--- src/rtl/encoder_4_to_2_seq_pkg.sv ---
// encoder_4_to_2_seq_pkg: shared constants, FSM state codes and one-hot helper for the buffered encoder.
package encoder_4_to_2_seq_pkg;
  localparam int N_DEF = 4;
  localparam int W_DEF = $clog2(N_DEF);
  localparam logic [0:0] S_EMPTY = 1'b0;
  localparam logic [0:0] S_FULL  = 1'b1;
  function automatic logic [31:0] onehot(input int i);
    return 32'd1 << i;
  endfunction
endpackage

--- src/rtl/encoder_4_to_2_seq_if.sv ---
// encoder_4_to_2_seq_if: request lines, output code handshake and status of the buffered encoder.
interface encoder_4_to_2_seq_if #(parameter int N = 4);
  localparam int W = $clog2(N);
  logic         EN;
  logic [N-1:0] D;
  logic         RDY;
  logic [W-1:0] A;
  logic         V;
  logic [N-1:0] PEND;
  logic         DUP;
  modport master (output EN, D, RDY, input A, V, PEND, DUP);
  modport slave  (input EN, D, RDY, output A, V, PEND, DUP);
endinterface

--- src/rtl/encoder_4_to_2_seq_prio_pick.sv ---
// prio_pick: combinational pick of one set bit; highest index wins, or first upward from start when RR=1.
module prio_pick #(
  parameter int N  = 4,
  parameter bit RR = 1'b0,
  localparam int W = $clog2(N)
) (
  input  logic [N-1:0] vec,
  input  logic [W-1:0] start,
  output logic         found,
  output logic [W-1:0] idx
);
  logic [W-1:0] j;
  // Later hits overwrite earlier ones, so scan order sets the priority.
  always_comb begin
    found = 1'b0;
    idx = '0;
    j = '0;
    for (int k = 0; k < N; k++) begin
      j = RR ? start + W'(N - 1 - k) : W'(k);
      if (vec[j]) begin
        found = 1'b1;
        idx = j;
      end
    end
  end
endmodule

--- src/rtl/encoder_4_to_2_seq.sv ---
// encoder_4_to_2_seq: sticky request capture plus one-deep output stage emitting one code per clk.
// Define ROUND_ROBIN_EN for rotating priority; otherwise fixed highest-index-wins.
module encoder_4_to_2_seq
  import encoder_4_to_2_seq_pkg::*;
#(
  parameter int N = N_DEF
) (
  input logic clk,
  input logic rst,
  encoder_4_to_2_seq_if.slave bus
);
  localparam int W = $clog2(N);
`ifdef ROUND_ROBIN_EN
  localparam bit RR = 1'b1;
`else
  localparam bit RR = 1'b0;
`endif
  logic [0:0]   state_q, state_d;
  logic [N-1:0] pend_q, pend_d, cap, clr;
  logic [W-1:0] a_q, a_d, idx, start;
  logic         found, load, dup_q, dup_d;
`ifdef ROUND_ROBIN_EN
  logic [W-1:0] ptr_q, ptr_d;
  assign start = ptr_q;
  assign ptr_d = load ? idx + 1'b1 : ptr_q;
  always_ff @(posedge clk)
    if (rst) ptr_q <= '0;
    else ptr_q <= ptr_d;
`else
  assign start = '0;
`endif
  prio_pick #(.N(N), .RR(RR)) u_pick (
    .vec(pend_q),
    .start(start),
    .found(found),
    .idx(idx)
  );
  // A bit cleared by a grant and recaptured in the same cycle is a fresh event, not a duplicate.
  always_comb begin
    cap = bus.EN ? bus.D : '0;
    load = found && (state_q == S_EMPTY || bus.RDY);
    clr = load ? N'(onehot(int'(idx))) : '0;
    pend_d = (pend_q & ~clr) | cap;
    dup_d = |(cap & pend_q & ~clr);
    a_d = load ? idx : a_q;
    state_d = load ? S_FULL : (bus.RDY ? S_EMPTY : state_q);
  end
  always_ff @(posedge clk) begin
    if (rst) begin
      state_q <= S_EMPTY;
      pend_q <= '0;
      a_q <= '0;
      dup_q <= 1'b0;
    end else begin
      state_q <= state_d;
      pend_q <= pend_d;
      a_q <= a_d;
      dup_q <= dup_d;
    end
  end
  assign bus.A = a_q;
  assign bus.V = state_q == S_FULL;
  assign bus.PEND = pend_q;
  assign bus.DUP = dup_q;
endmodule

--- src/flat_wrapper.sv ---
// flat-port wrapper written by rule: the top's interface ports become plain ports
module encoder_4_to_2_seq_flat import encoder_4_to_2_seq_pkg::*;
#(
  parameter int N = N_DEF
)
  (clk, rst, bus_EN, bus_D, bus_RDY, bus_A, bus_V, bus_PEND, bus_DUP);
  encoder_4_to_2_seq_if #(.N(N)) bus_i ();
  input logic clk;
  input logic rst;
  input wire logic [$bits(bus_i.EN)-1:0] bus_EN;
  input wire logic [$bits(bus_i.D)-1:0] bus_D;
  input wire logic [$bits(bus_i.RDY)-1:0] bus_RDY;
  output wire logic [$bits(bus_i.A)-1:0] bus_A;
  output wire logic [$bits(bus_i.V)-1:0] bus_V;
  output wire logic [$bits(bus_i.PEND)-1:0] bus_PEND;
  output wire logic [$bits(bus_i.DUP)-1:0] bus_DUP;
  assign bus_i.EN = bus_EN;
  assign bus_i.D = bus_D;
  assign bus_i.RDY = bus_RDY;
  assign bus_A = bus_i.A;
  assign bus_V = bus_i.V;
  assign bus_PEND = bus_i.PEND;
  assign bus_DUP = bus_i.DUP;
  encoder_4_to_2_seq #(.N(N)) u_core (.clk(clk), .rst(rst), .bus(bus_i));
endmodule
--- config.mk ---
export PLATFORM = sky130hd
export DESIGN_NAME = encoder_4_to_2_seq_flat
export DESIGN_NICKNAME = d
export VERILOG_FILES = /design/src/rtl/encoder_4_to_2_seq_pkg.sv /design/src/rtl/encoder_4_to_2_seq_if.sv /design/src/rtl/encoder_4_to_2_seq_prio_pick.sv /design/src/rtl/encoder_4_to_2_seq.sv /design/src/flat_wrapper.sv
export SDC_FILE = /design/constraint.sdc
export NUM_CORES = 1
export LEC_CHECK = 0
export ABC_AREA = 1
export BUFFER_PORTS_ARGS = -buffer_cell sky130_fd_sc_hd__buf_2
export CORE_AREA = 2 2 39 41
export DETAILED_ROUTE_END_ITERATION = 12
export DIE_AREA = 0 0 41 43
export GPL_TIMING_DRIVEN = 0
export PLACE_DENSITY = 0.59
export SYNTH_ARGS = -nofsm -noshare
export SYNTH_HDL_FRONTEND = slang
export SYNTH_SLANG_ARGS = --single-unit
--- constraint.sdc ---
create_clock -name clk -period 1.2 [get_ports clk]
set_input_delay 0.18 -clock clk [delete_from_list [all_inputs] [get_ports clk]]
set_output_delay 0.18 -clock clk [all_outputs]
set_load 0.01 [all_outputs]
==> results of run 1 <==
-- path summary, 6_finish.rpt --
check                        to  cells after the start
max                 bus_PEND[3]                      1
max reg2reg      u_core.bus.DUP                      7
min reg2reg     u_core.bus.A[1]                      2
min          u_core.bus.PEND[2]                      3
-- sequential cells by signal (all words and copies together) (netlist names) --
register / flops
u_core.bus.A: 2
u_core.bus.PEND: 4
u_core.bus.DUP: 1
u_core.bus.V: 1
-- synth_stat cells --
master    instances
a21oi_1           6
nor2_2            1
o21ai_0           5
nand4_1           1
dfxtp_1           8
nor2_1            6
nand2_1          10
nand2_2           2
inv_1             8
nand3b_1          1
nand3_1           5
-- timing repair --
| action | in CTS | in global routing |
|---|---|---|
| hold buffers | 0 | 0 |
| endpoints found under the setup margin | 0 | 1 |
| resized for setup | 0 | 1 |
-- tightest hold or removal path, stage by stage --
cell and delay (ns):
buf_2 0.10, nand2_1 0.06, a21oi_1 0.06
-- cells in the final DEF (no fill, tap or decap) --
cell type	count
buf_2	15
nand2_1	10
inv_1	8
dfxtp_1	7
a21oi_1	6
nor2_1	6
nand3_1	5
o21ai_0	5
clkbuf_4	3
nand2_2	2
nor2_2	1
nand4_1	1
nand3b_1	1
dfxtp_2	1
-- cell type report --
type                    instances  area, sq um  share of cell area, %
multi-input cells              37        172.7                  35.84
flip-flops and latches          8        161.4                  33.51
repair buffers                 15        75.07                  15.58
inverters                       8        30.03                  6.234
clock buffers                   3        22.52                  4.675
well taps                      16        20.02                  4.156
-- per-layer routing --
layer / vias to the layer above / track usage, % / share of wire, %
met1: 169 / 16.08 / 47
li1: 208 / - / -
met2: 11 / 16.88 / 49
met5: - / 0 / 0
met3: 0 / 3.141 / 3.5
met4: 0 / 8.000 / 0
-- kinds of logic (layout without fill, tap and decap cells) --
logic type / after synthesis / count (layout)
and+or+nand+nor: 26 / 26
buffers and inverters: 8 / 26
DFF: 8 / 8
AOI/OAI and AO/OA: 11 / 11
-- metrics by stage --
stage	cell area (sq um)	worst slack [ns]	cells	utilization, %
global route	481.7	0.03693	87	34.81
CTS	480.5	0.1219	87	34.72
detailed placement	457.9	0.1386	84	33.09
floorplan	362.8	0.2126	53	-
finish	481.7	0.1522	87	34.81
global placement	457.9	0.1545	84	33.09
-- power by group --
part / total (mW) / switching, mW / internal [mW]
clock: 0.207 / 0.0925 / 0.115
combinational: 0.110 / 0.0651 / 0.0446
sequential: 0.300 / 0.0149 / 0.285
==> flow_summary.json, run 1 <==
{
  "status": "finished, final reports clean",
  "synth-xor-area-share_pct": 0,
  "clock_latency_ns": 0.25,
  "io_buffers": 15,
  "synth_top_family_by_area": "simple AND/OR/NAND/NOR gates",
  "syn_avg_cell_area_sq_um": 6.846,
  "numCtsBuffers": 3,
  "place_congestion": 0.6944,
  "max_stage_delay_ns": 0.44,
  "firstDrtPassIters": 4,
  "arrival_ns": 0.87,
  "hold_path.class": "in2reg",
  "die_w_microns": 41,
  "grt_usage_pct": 12.25,
  "synth_top_area_share_pct": 44.14,
  "yosys-top-cells-area": "dfxtp_1 44%, nand2_1 10%, a21oi_1 8.3%, inv_1 8.3%, nand3_1 6.9%",
  "crit_path_cell_trace": "buf_2",
  "synth_nets": 61,
  "rsz0062_at_grt": "no",
  "io-pin-count": 16,
  "rrSetupSlack_ns": 0.16,
  "htree_levels": 1,
  "synth_mux_area_share_pct": 0,
  "syn_inst": 53,
  "grt_pass1_vias": 343,
  "slew_headroom_pct": 85.00,
  "synth_area_sq_um": 362.8,
  "vias": 388,
  "crit_family": "flip-flops",
  "finalCritPeriodShare_pct": 87.32,
  "grt_max_degree": 8,
  "nets": 81,
  "hp-start": "bus_D[2]",
  "end_kind": "output port",
  "hold_viol": 0,
  "grt_first_pass_wirelength_mm": 1.414,
  "core-area_sq_um": 1384,
  "synth-seq-cells": 8,
  "diodes": 0,
  "place_hpwl_microns": 640.4,
  "critical_path_class": "reg2out",
  "total_power_mw": 0.6167,
  "clock-root-buffer": "clkbuf_4",
  "ys_seq_area_share_pct": 44.14,
  "via_per_inst": 4.460,
  "cap_violations": 0,
  "crit_required_ns": 1.02,
  "hold-worst-slack_ns": 0.1833,
  "routed_wirelength_microns": 886,
  "drive_gt1_share_pct": 30.99,
  "setup_violations": 0,
  "fin_worst_skew_ns": 0.004745,
  "ys_types": 11,
  "floorplan.rows": 14,
  "synthSimpleGateAreaFrac_pct": 32.41,
  "antenna_found_initial": 0,
  "crit_path_start": "u_core.bus.PEND[3]",
  "overflow": 0,
  "dieArea_sq_um": 1763,
  "max_freq_ghz": 0.9544,
  "drc": 0,
  "cp_max_fo": 6,
  "fillers": 151,
  "die_h_microns": 43,
  "reg2reg_from": "u_core.bus.PEND[3]",
  "clk_pin_slew_worst_paths_ns": 0.06,
  "cts_buffer_depth": 2,
  "post-cts-setup-buffer-count": 0,
  "crit_path_top_delay_cell": "dfxtp_1",
  "crit_buf_inv": 1,
  "yosys_warnings": 0,
  "synth_adder_area_share_pct": 0,
  "power_density_nw_per_um2": 1280,
  "timing.setup.tns_ns": 0,
  "initial_core_util_pct": 26.22,
  "routedWlPerCell_microns": 10.18,
  "worst_pin_slew_ns": 0.2248,
  "area_growth_pct": 32.76,
  "drtAntennaViolNets": 0,
  "drt_iter0_drc": 4,
  "total_leakage_power_nw": 0.2590,
  "cts.sinks": 8,
  "ir_worst_vdd_uv": 407.3,
  "yosys.area.top_type": "dfxtp_1",
  "cts_tree": "yes",
  "crit_path_start_kind": "register",
  "synth_compound_area_share_pct": 15.17,
  "period_needed_ns": 1.048,
  "maxSlewViolCount": 0
}
No activity file was read; power rests on OpenSTA's default activity.
==> inputs of run 2 (changes only) <==
--- a/config.mk
+++ b/config.mk
@@ -7,11 +7,10 @@
 export LEC_CHECK = 0
 export ABC_AREA = 1
 export BUFFER_PORTS_ARGS = -buffer_cell sky130_fd_sc_hd__buf_2
-export CORE_AREA = 2 2 39 41
+export CORE_UTILIZATION = 25
 export DETAILED_ROUTE_END_ITERATION = 12
-export DIE_AREA = 0 0 41 43
 export GPL_TIMING_DRIVEN = 0
-export PLACE_DENSITY = 0.59
+export PLACE_DENSITY = 0.56
 export SYNTH_ARGS = -nofsm -noshare
 export SYNTH_HDL_FRONTEND = slang
 export SYNTH_SLANG_ARGS = --single-unit
==> run 2 against run 1 <==
Compared with the run above: worst setup slack gained 0.021 ns; cell count shrank 1.1%; routed wire length down 16%; critical path type unchanged; clock-buffer cell count is the same.
==> flow_summary.json, run 2 (synthesis gave the netlist of run 1 again) <==
{
  "cts.sinks": 8,
  "area_growth_pct": 32.07,
  "cts_resized": 0,
  "worstReg2RegEnd": "u_core.bus.DUP",
  "max_freq_ghz": 0.9738,
  "power_switching_mw": 0.1643,
  "drc": 0,
  "crit_path_start": "u_core.bus.PEND[2]",
  "cts_tree": "yes",
  "numCtsBuffers": 3,
  "largest_reg_flops": 4,
  "end_kind": "output port",
  "fin_worst_skew_ns": 0.002309,
  "final_core_util_pct": 36.37,
  "reg2regPathDepth": 7,
  "worst_pin_slew_ns": 0.2087,
  "cp_max_fo": 7,
  "io_buffers": 15,
  "via_per_inst": 4.465,
  "hold_path.class": "in2reg",
  "post-cts-setup-buffer-count": 0,
  "core-area_sq_um": 1318,
  "antenna_found_initial": 0,
  "grt_first_pass_wirelength_mm": 1.152,
  "setup_violations": 0,
  "critical_path_class": "reg2out",
  "initial_core_util_pct": 27.54,
  "drive_gt1_share_pct": 29.58,
  "nets": 81,
  "firstDrtPassIters": 3,
  "io-pin-count": 16,
  "cp_num_cells": 1,
  "crit_required_ns": 1.02,
  "place_congestion": 0.7353,
  "clk_pin_slew_worst_paths_ns": 0.05,
  "dpl_cell_area_sq_um": 456.7,
  "switching_share_pct": 27.02,
  "rsz0062_at_grt": "no",
  "crit_path_cell_trace": "buf_2",
  "pwr-share-comb_pct": 17.6,
  "dieArea_sq_um": 1608,
  "cts_buffer_depth": 2,
  "fin_area_sq_um": 479.2,
  "layout_common_cells": "15 x buf_2, 10 x nand2_1, 8 x inv_1, 8 x dfxtp_1",
  "period_needed_ns": 1.027,
  "drt_iter0_drc": 9,
  "hold_buffers": 0,
  "slew_headroom_pct": 86.05,
  "ir_worst_vdd_uv": 411.6,
  "clock_latency_ns": 0.25,
  "grt_pass1_vias": 294,
  "fillers": 150,
  "maxSlewViolCount": 0,
  "clock-root-buffer": "clkbuf_4",
  "power_density_nw_per_um2": 1269,
  "routedWlPerCell_microns": 8.640,
  "die_w_microns": 40.10,
  "die_h_microns": 40.10,
  "status": "finished, final reports clean",
  "final_common_cell": "buf_2",
  "cap_violations": 0,
  "vias": 384,
  "hold_viol": 0,
  "floorplan.rows": 13,
  "p_seq_share_pct": 49.1,
  "routed_wirelength_microns": 743,
  "fin_ws_ns": 0.1731,
  "finalCritPeriodShare_pct": 85.57,
  "drtAntennaViolNets": 0,
  "cellInternalPower_mw": 0.4437,
  "htree_levels": 1,
  "place_hpwl_microns": 583.1,
  "timing.setup.tns_ns": 0,
  "cp-endpoint": "bus_PEND[2]",
  "crit_path_top_delay_cell": "dfxtp_1",
  "max_stage_delay_ns": 0.43,
  "crit_path_start_kind": "register",
  "rrSetupSlack_ns": 0.18,
  "overflow": 0,
  "place_ws_ns": 0.1889,
  "grt_usage_pct": 11.32,
  "crit_family": "flip-flops",
  "total_leakage_power_nw": 0.2586,
  "grt_max_degree": 8,
  "arrival_ns": 0.85,
  "power_frac_clock_pct": 33.3,
  "diodes": 0,
  "reg2reg_from": "u_core.bus.PEND[2]",
  "crit_buf_inv": 1
}
-- run 2: cell counts in the layout (fill, tap and decap cells not counted) --
No cell type changed its count.
-- run 2: per-stage QoR --
stage / power, mW / instances / hold WS, ns
2_1_floorplan: 0.3680 / 53 / 0.2491
3_3_place_gp: 0.4118 / 83 / 0.4442
5_1_grt: 0.6533 / 86 / 0.1925
3_5_place_dp: 0.4124 / 83 / 0.4492
6_report: 0.6079 / 86 / 0.1876
4_1_cts: 0.6239 / 86 / 0.1781
-- run 2: area by class of cell --
cell class / instances / area (sq um) / area share (%)
Inverter: 8 / 30.03 / 6.266
Sequential cell: 8 / 160.2 / 33.42
Clock buffer: 3 / 22.52 / 4.700
Multi-Input combinational cell: 37 / 172.7 / 36.03
Timing Repair Buffer: 15 / 75.07 / 15.67
Tap cell: 15 / 18.77 / 3.916
-- run 2: how the worst min path moves through the flow --
stage                     startpoint            endpoint  slack, ns  cells after the start
after floorplan                  rst     u_core.bus.A[1]       0.25                      1
after global placement      bus_D[2]  u_core.bus.PEND[2]       0.44                      3
after detailed placement    bus_D[3]  u_core.bus.PEND[3]       0.45                      3
after CTS                   bus_D[3]  u_core.bus.PEND[3]       0.18                      3
after global routing             rst  u_core.bus.PEND[1]       0.19                      2
final                            rst  u_core.bus.PEND[1]       0.19                      2
-- run 2: per-layer routing --
metal,GRT usage (%),vias up,wire length [microns]
met3,3.333,0,42
met5,0,-,0
met4,7.759,0,0
li1,-,208,-
met2,14.92,10,328
met1,15.44,166,372
-- run 2: power groups by stage --
| stage | logic [mW] | clock network [mW] | registers, mW |
|---|---|---|---|
| after detailed placement | 0.108 | 0 | 0.304 |
| after global routing | 0.126 | 0.226 | 0.302 |
| after CTS | 0.109 | 0.217 | 0.298 |
| after floorplan | 0.0551 | 0 | 0.313 |
| final | 0.107 | 0.203 | 0.298 |
| after global placement | 0.108 | 0 | 0.304 |
